==> src/rtl/core_pkg.sv <==
// Shared types and constants for the core front end.
package core_pkg;

  typedef enum logic [1:0] {IDLE, FETCH, HOLD} fetch_state_t;

  localparam logic [31:0] NOP_INSTR = 32'h0000_0013;

  function automatic logic [31:0] word_align(input logic [31:0] a);
    return {a[31:2], 2'b00};
  endfunction

endpackage

==> src/rtl/prefetch_fifo.sv <==
// Small prefetch FIFO with combinational head; flush wins over push/pop.
module prefetch_fifo #(
  parameter int DEPTH = 2,
  parameter int WIDTH = 64
) (
  input  logic                     clk_i,
  input  logic                     rst_n_i,
  input  logic                     push,
  input  logic                     pop,
  input  logic                     flush,
  input  logic [WIDTH-1:0]         push_data,
  output logic [WIDTH-1:0]         head_data,
  output logic                     full,
  output logic                     empty,
  output logic [$clog2(DEPTH):0]   count
);

  localparam int PW = $clog2(DEPTH);
  localparam int CW = PW + 1;

  logic [WIDTH-1:0] mem [DEPTH];
  logic [PW-1:0]    wr_ptr;
  logic [PW-1:0]    rd_ptr;
  logic [CW-1:0]    cnt;
  logic             do_push;
  logic             do_pop;

  assign do_push   = push && !flush;
  assign do_pop    = pop && (cnt != '0) && !flush;
  assign empty     = (cnt == '0);
  assign full      = (cnt == CW'(DEPTH));
  assign count     = cnt;
  assign head_data = mem[rd_ptr];

  always_ff @(posedge clk_i or negedge rst_n_i) begin
    if (!rst_n_i) begin
      wr_ptr <= '0;
      rd_ptr <= '0;
      cnt    <= '0;
    end else if (flush) begin
      wr_ptr <= '0;
      rd_ptr <= '0;
      cnt    <= '0;
    end else begin
      if (do_push) wr_ptr <= wr_ptr + 1'b1;
      if (do_pop)  rd_ptr <= rd_ptr + 1'b1;
      cnt <= cnt + CW'(do_push) - CW'(do_pop);
    end
  end

  // Storage needs no reset: entries are only visible once counted.
  always_ff @(posedge clk_i) begin
    if (do_push) mem[wr_ptr] <= push_data;
  end

endmodule

==> src/rtl/if_stage.sv <==
// Instruction fetch stage: drives the instruction bus, buffers responses and
// presents {pc, instr, valid} to decode, redirecting on jumps and taken branches.
module if_stage #(
  parameter logic [31:0] BOOT_ADDR = 32'h0000_0000,
  parameter int          DEPTH     = 2
) (
  input  logic        clk_i,
  input  logic        rst_n_i,
  output logic        instr_req_o,
  output logic [31:0] instr_addr_o,
  input  logic        instr_gnt_i,
  input  logic        instr_rvalid_i,
  input  logic [31:0] instr_rdata_i,
  output logic [31:0] pc_if_o,
  output logic [31:0] instr_if_o,
  output logic        valid_if_o,
  input  logic        stall_if_i,
  input  logic        jump_id_i,
  input  logic [31:0] jump_target_id_i,
  input  logic        branch_taken_ex_i,
  input  logic [31:0] branch_target_ex_i
);
  import core_pkg::*;

  localparam int CW = $clog2(DEPTH) + 1;
  localparam int UW = CW + 1;

  fetch_state_t  state, state_next;
  logic [31:0]   addr, addr_next;
  logic [31:0]   saved_target, saved_target_next;
  logic [31:0]   rsp_pc;
  logic [CW-1:0] in_flight, discard, fifo_count;
  logic [UW-1:0] used;
  logic          credit_ok;
  logic          redirect, granted, rsp, push, pop;
  logic          fifo_empty, fifo_full;
  logic [31:0]   target;
  logic [63:0]   head;

  assign redirect     = jump_id_i || branch_taken_ex_i;
  assign target       = word_align(branch_taken_ex_i ? branch_target_ex_i : jump_target_id_i);
  assign valid_if_o   = !fifo_empty;
  assign pop          = valid_if_o && !stall_if_i && !redirect;
  // Responses with nothing outstanding (e.g. leftovers from before reset) are ignored.
  assign rsp          = instr_rvalid_i && (in_flight != '0);
  assign push         = rsp && (discard == '0) && !redirect && (!fifo_full || pop);
  assign granted      = instr_req_o && instr_gnt_i;
  assign instr_addr_o = addr;
  assign pc_if_o      = fifo_empty ? 32'h0 : head[63:32];
  assign instr_if_o   = fifo_empty ? NOP_INSTR : head[31:0];

  // The word leaving the FIFO this cycle frees its slot, keeping a
  // single-cycle memory streaming at one word per cycle.
  assign used      = UW'(in_flight) + UW'(fifo_count) - UW'(pop);
  assign credit_ok = (used < UW'(DEPTH));

  always_comb begin
    state_next        = state;
    addr_next         = addr;
    saved_target_next = saved_target;
    instr_req_o       = 1'b0;
    unique case (state)
      IDLE: begin
        state_next = FETCH;
        if (redirect) addr_next = target;
      end
      FETCH: begin
        instr_req_o = credit_ok;
        if (redirect && credit_ok && !instr_gnt_i) begin
          state_next        = HOLD;
          saved_target_next = target;
        end else if (redirect) begin
          addr_next = target;
        end else if (credit_ok && instr_gnt_i) begin
          addr_next = addr + 32'd4;
        end
      end
      HOLD: begin
        // An un-granted request must stay on the bus unchanged.
        instr_req_o = 1'b1;
        if (redirect) saved_target_next = target;
        if (instr_gnt_i) begin
          state_next = FETCH;
          addr_next  = redirect ? target : saved_target;
        end
      end
      default: state_next = IDLE;
    endcase
  end

  always_ff @(posedge clk_i or negedge rst_n_i) begin
    if (!rst_n_i) begin
      state        <= IDLE;
      addr         <= BOOT_ADDR;
      saved_target <= BOOT_ADDR;
      rsp_pc       <= BOOT_ADDR;
      in_flight    <= '0;
      discard      <= '0;
    end else begin
      state        <= state_next;
      addr         <= addr_next;
      saved_target <= saved_target_next;
      in_flight    <= in_flight + CW'(granted) - CW'(rsp);
      if (redirect) begin
        rsp_pc  <= target;
        discard <= in_flight + CW'(granted) - CW'(rsp);
      end else begin
        if (push) rsp_pc <= rsp_pc + 32'd4;
        // The request held across a redirect returns stale data.
        discard <= discard + CW'(state == HOLD && instr_gnt_i)
                           - CW'(rsp && (discard != '0));
      end
    end
  end

  prefetch_fifo #(.DEPTH(DEPTH), .WIDTH(64)) u_fifo (
    .clk_i     (clk_i),
    .rst_n_i   (rst_n_i),
    .push      (push),
    .pop       (pop),
    .flush     (redirect),
    .push_data ({rsp_pc, instr_rdata_i}),
    .head_data (head),
    .full      (fifo_full),
    .empty     (fifo_empty),
    .count     (fifo_count)
  );

endmodule
==> config.mk <==
export PLATFORM = sky130hd
export DESIGN_NAME = if_stage
export DESIGN_NICKNAME = d
export VERILOG_FILES = /design/src/rtl/core_pkg.sv /design/src/rtl/prefetch_fifo.sv /design/src/rtl/if_stage.sv
export SDC_FILE = /design/constraint.sdc
export NUM_CORES = 1
export LEC_CHECK = 0
export BUFFER_PORTS_ARGS = -buffer_cell sky130_fd_sc_hd__buf_2
export CAP_MARGIN = 20
export CORE_MARGIN = 2
export CORE_UTILIZATION = 51
export DETAILED_ROUTE_END_ITERATION = 12
export GPL_ROUTABILITY_DRIVEN = 0
export PLACE_DENSITY = 0.79
export RECOVER_POWER = 100
export SYNTH_ARGS = -nofsm -noshare
export SYNTH_HDL_FRONTEND = slang
export SYNTH_HIERARCHICAL = 1
export SYNTH_SLANG_ARGS = --single-unit
export TNS_END_PERCENT = 20
==> constraint.sdc <==
create_clock -name clk_i -period 5 [get_ports clk_i]
set_input_delay 0.75 -clock clk_i [delete_from_list [all_inputs] [get_ports clk_i]]
set_output_delay 0.75 -clock clk_i [all_outputs]
set_load 0.01 [all_outputs]
==> results_dict.tcl <==
set metrics [dict create \
    syn_to_final_growth_pct 16.2 \
    maxSlewViolCount 110 \
    critPathArrivalTime_ps 4670 \
    crit_chain "nor2_4, nor3_1, ha_1, nand2b_1, fa_1, xor2_1, nand4b_1, a21o_1, clkbuf_1, mux2_2" \
    rr_worst_depth 10 \
    place_hpwl_um 18100 \
    cts_buffer_depth 3 \
    num_rows 55 \
    timing.final.crit_share_pct 85.2 \
    avgSynthCellArea_sq_um 11.5 \
    post_cts_resized 0 \
    reg2reg_from "u_fifo/count[1]" \
    hold_buffers 0 \
    seqCellArea_sq_um 6450 \
    drc 0 \
    async_flop_share_pct 44.8 \
    cp_top_family "buffers and inverters" \
    mostFrequentLayoutCell "edfxtp_1" \
    failed_checks "capacitance limit, slew limit" \
    cts_tree "yes" \
    fill_cells 1885 \
    cap_violations 3 \
    ys_top_cells_by_area "edfxtp_1, dfrtp_1, mux2_2" \
    status "finished, violations left" \
    grt_usage_pct 22.3 \
    antenna_found_initial 0 \
    finClkSkew_ps 9.28 \
    clkLatencyLatePin_ps 530 \
    slowest_stage "clkbuf_1" \
    ir_drop_mv 0.319 \
    synth_top_cell_by_area "edfxtp_1" \
    numCtsBuffers 25 \
    r2r_slack_ps 740 \
    startpoint_type "flop" \
    cp.required_ps 5410 \
    yosys_warnings 6 \
    drtIter0Drc 852 \
    worst_slew_pin_slew_ps 2160 \
    num_vias 8847 \
    layout_common_cells "edfxtp_1, clkbuf_1, dfrtp_1" \
    cp-end-kind "flop" \
    leakage_nw 5.15 \
    multi_input_area_sq_um 4870 \
    cts-root-buf "clkbuf_16" \
    ys.flop_type "edfxtp_1" \
    crit_path_max_incr_delay_ps 1530 \
    p_per_area_nw_per_um2 475 \
    whs_ps 407 \
    syn_area_sq_um 11700 \
    drive_gt1_share_pct 21.2 \
    maxSlewHeadroom_pct -44.2 \
    rsz0062_at_grt "no" \
    fin_nets 1313 \
    initial_utilization_pct 51.8 \
    path_class "flop to flop" \
    post-place-ws_ps 997 \
    core-area_sq_um 22600 \
    via_per_inst 5.90 \
    setup_violations 0 \
    antenna_cells 0 \
    cp_num_buf_inv 1 \
    final_util_pct 60.1 \
    hp-class "primary input to asynchronous set/reset pin" \
    h-tree-depth 1 \
    placement.io_buffers 196 \
    grt_pass1_vias 8399 \
    grt_max_degree 79 \
    drt-wirelength-per-cell_um 18.5 \
    grt_pass1_wl_um 43600 \
    post_cts_buffers 0 \
    die-area_sq_um 24100 \
    synth_cell_types 73 \
    die_w_um 155 \
    min_period_ps 4260 \
    synth-seq-area-share_pct 55.2 \
    synth_edf_count 128 \
    grt-ovfl-total 0 \
    fin_ws_ps 741 \
    hold_viol 0 \
    fp.dieH_um 155 \
    synth.top_cell.area_share_pct 32.9 \
    clkTransAtPathRegs_ps 60 \
    cp.depth 10 \
    max_freq_mhz 235 \
    routed_wirelength_um 27800 \
    syn_inst 1013 \
    cts.sinks 232 \
    drtAntennaViolNets 0 \
    dr.pass1.iters 6 \
    rr_endpoint "saved_target[2]" \
    ios 201 \
    ys_ff_latch 232 \
    cp_max_fo 45 \
]
-- synthesized netlist by cell type, types with 7 or more instances --
cell / number
a21oi_1: 29
a22o_1: 9
a31oi_1: 20
and2_1: 8
and3_1: 10
buf_1: 7
buf_2: 10
buf_6: 7
clkbuf_1: 36
dfrtp_1: 104
edfxtp_1: 128
ha_1: 14
inv_1: 22
mux2_2: 99
mux2i_1: 22
nand2_1: 67
nand3_1: 34
nand4_1: 17
nor2_1: 59
nor2b_1: 65
nor3_1: 10
nor4_1: 10
o211ai_1: 13
o21ai_0: 79
o311ai_1: 7
o31ai_1: 10
xnor2_1: 11
xor2_1: 7
-- where the power goes --
part / leakage (nW) / internal (W) / switching [W]
sequential: 2.42 / 0.00236 / 0.000338
clock: 0.415 / 0.00107 / 0.000756
combinational: 2.32 / 0.000767 / 0.00116
total: 5.15 / 0.00420 / 0.00225
-- layer usage --
layer | share of wire [%] | GRT usage (%) | up-vias | routed length (um)
met5 | 0 | 0 | - | 0
met4 | 2.0 | 5.64 | 0 | 563
met3 | 7.7 | 4.48 | 46 | 2140
met2 | 46 | 36.0 | 380 | 12900
met1 | 44 | 31.1 | 4275 | 12200
li1 | - | - | 4146 | -
-- stage by stage --
step | cell area [sq um] | power [W] | instances | setup TNS, ps
after global placement | 12900 | 0.00455 | 1452 | 0
final | 13600 | 0.00645 | 1499 | 0
after global routing | 13600 | 0.00680 | 1499 | 0
after CTS | 13700 | 0.00649 | 1498 | 0
after detailed placement | 12900 | 0.00464 | 1452 | 0
after floorplan | 11700 | 0.00403 | 1016 | -38600
-- cells by family after synthesis --
kind of cell | count (synthesis) | share of synthesized area (%)
and+or+nand+nor | 307 | 13.6
DFF | 232 | 55.2
AOI/OAI and AO/OA | 231 | 13.0
muxes | 122 | 11.5
buffers and inverters | 86 | 3.41
xor gates and xnor gates | 19 | 1.54
adders and majority gates | 15 | 1.67
other | 1 | 0.0321
-- how the worst max path moves through the flow --
stage                           start               end  slack [ps]
detailed placement          jump_id_i        discard[1]        1000
global route          u_fifo/count[1]   saved_target[6]         480
CTS                   u_fifo/count[1]       instr_req_o        1170
global placement            jump_id_i        discard[1]        1150
floorplan           branch_taken_ex_i  u_fifo/mem[0][0]        -300
finish                u_fifo/count[1]   saved_target[2]         740
-- state kept, by name, summed over array words and instances, names as in the netlist --
signal         count
discard            2
in_flight          2
instr_addr_o      32
rsp_pc            30
saved_target      32
state              2
u_fifo/count       2
u_fifo/mem       128
u_fifo/rd_ptr      1
u_fifo/wr_ptr      1
-- area by class of cell --
cell class / count / share of cell area, %
inverters: 24 / 0.700
clock inverters: 15 / 1.08
repair buffers: 214 / 7.24
multi-input cells: 698 / 35.9
well taps: 285 / 2.63
clock buffers: 31 / 4.99
flip-flops and latches: 232 / 47.5
Power figures use the tool's default switching activity.
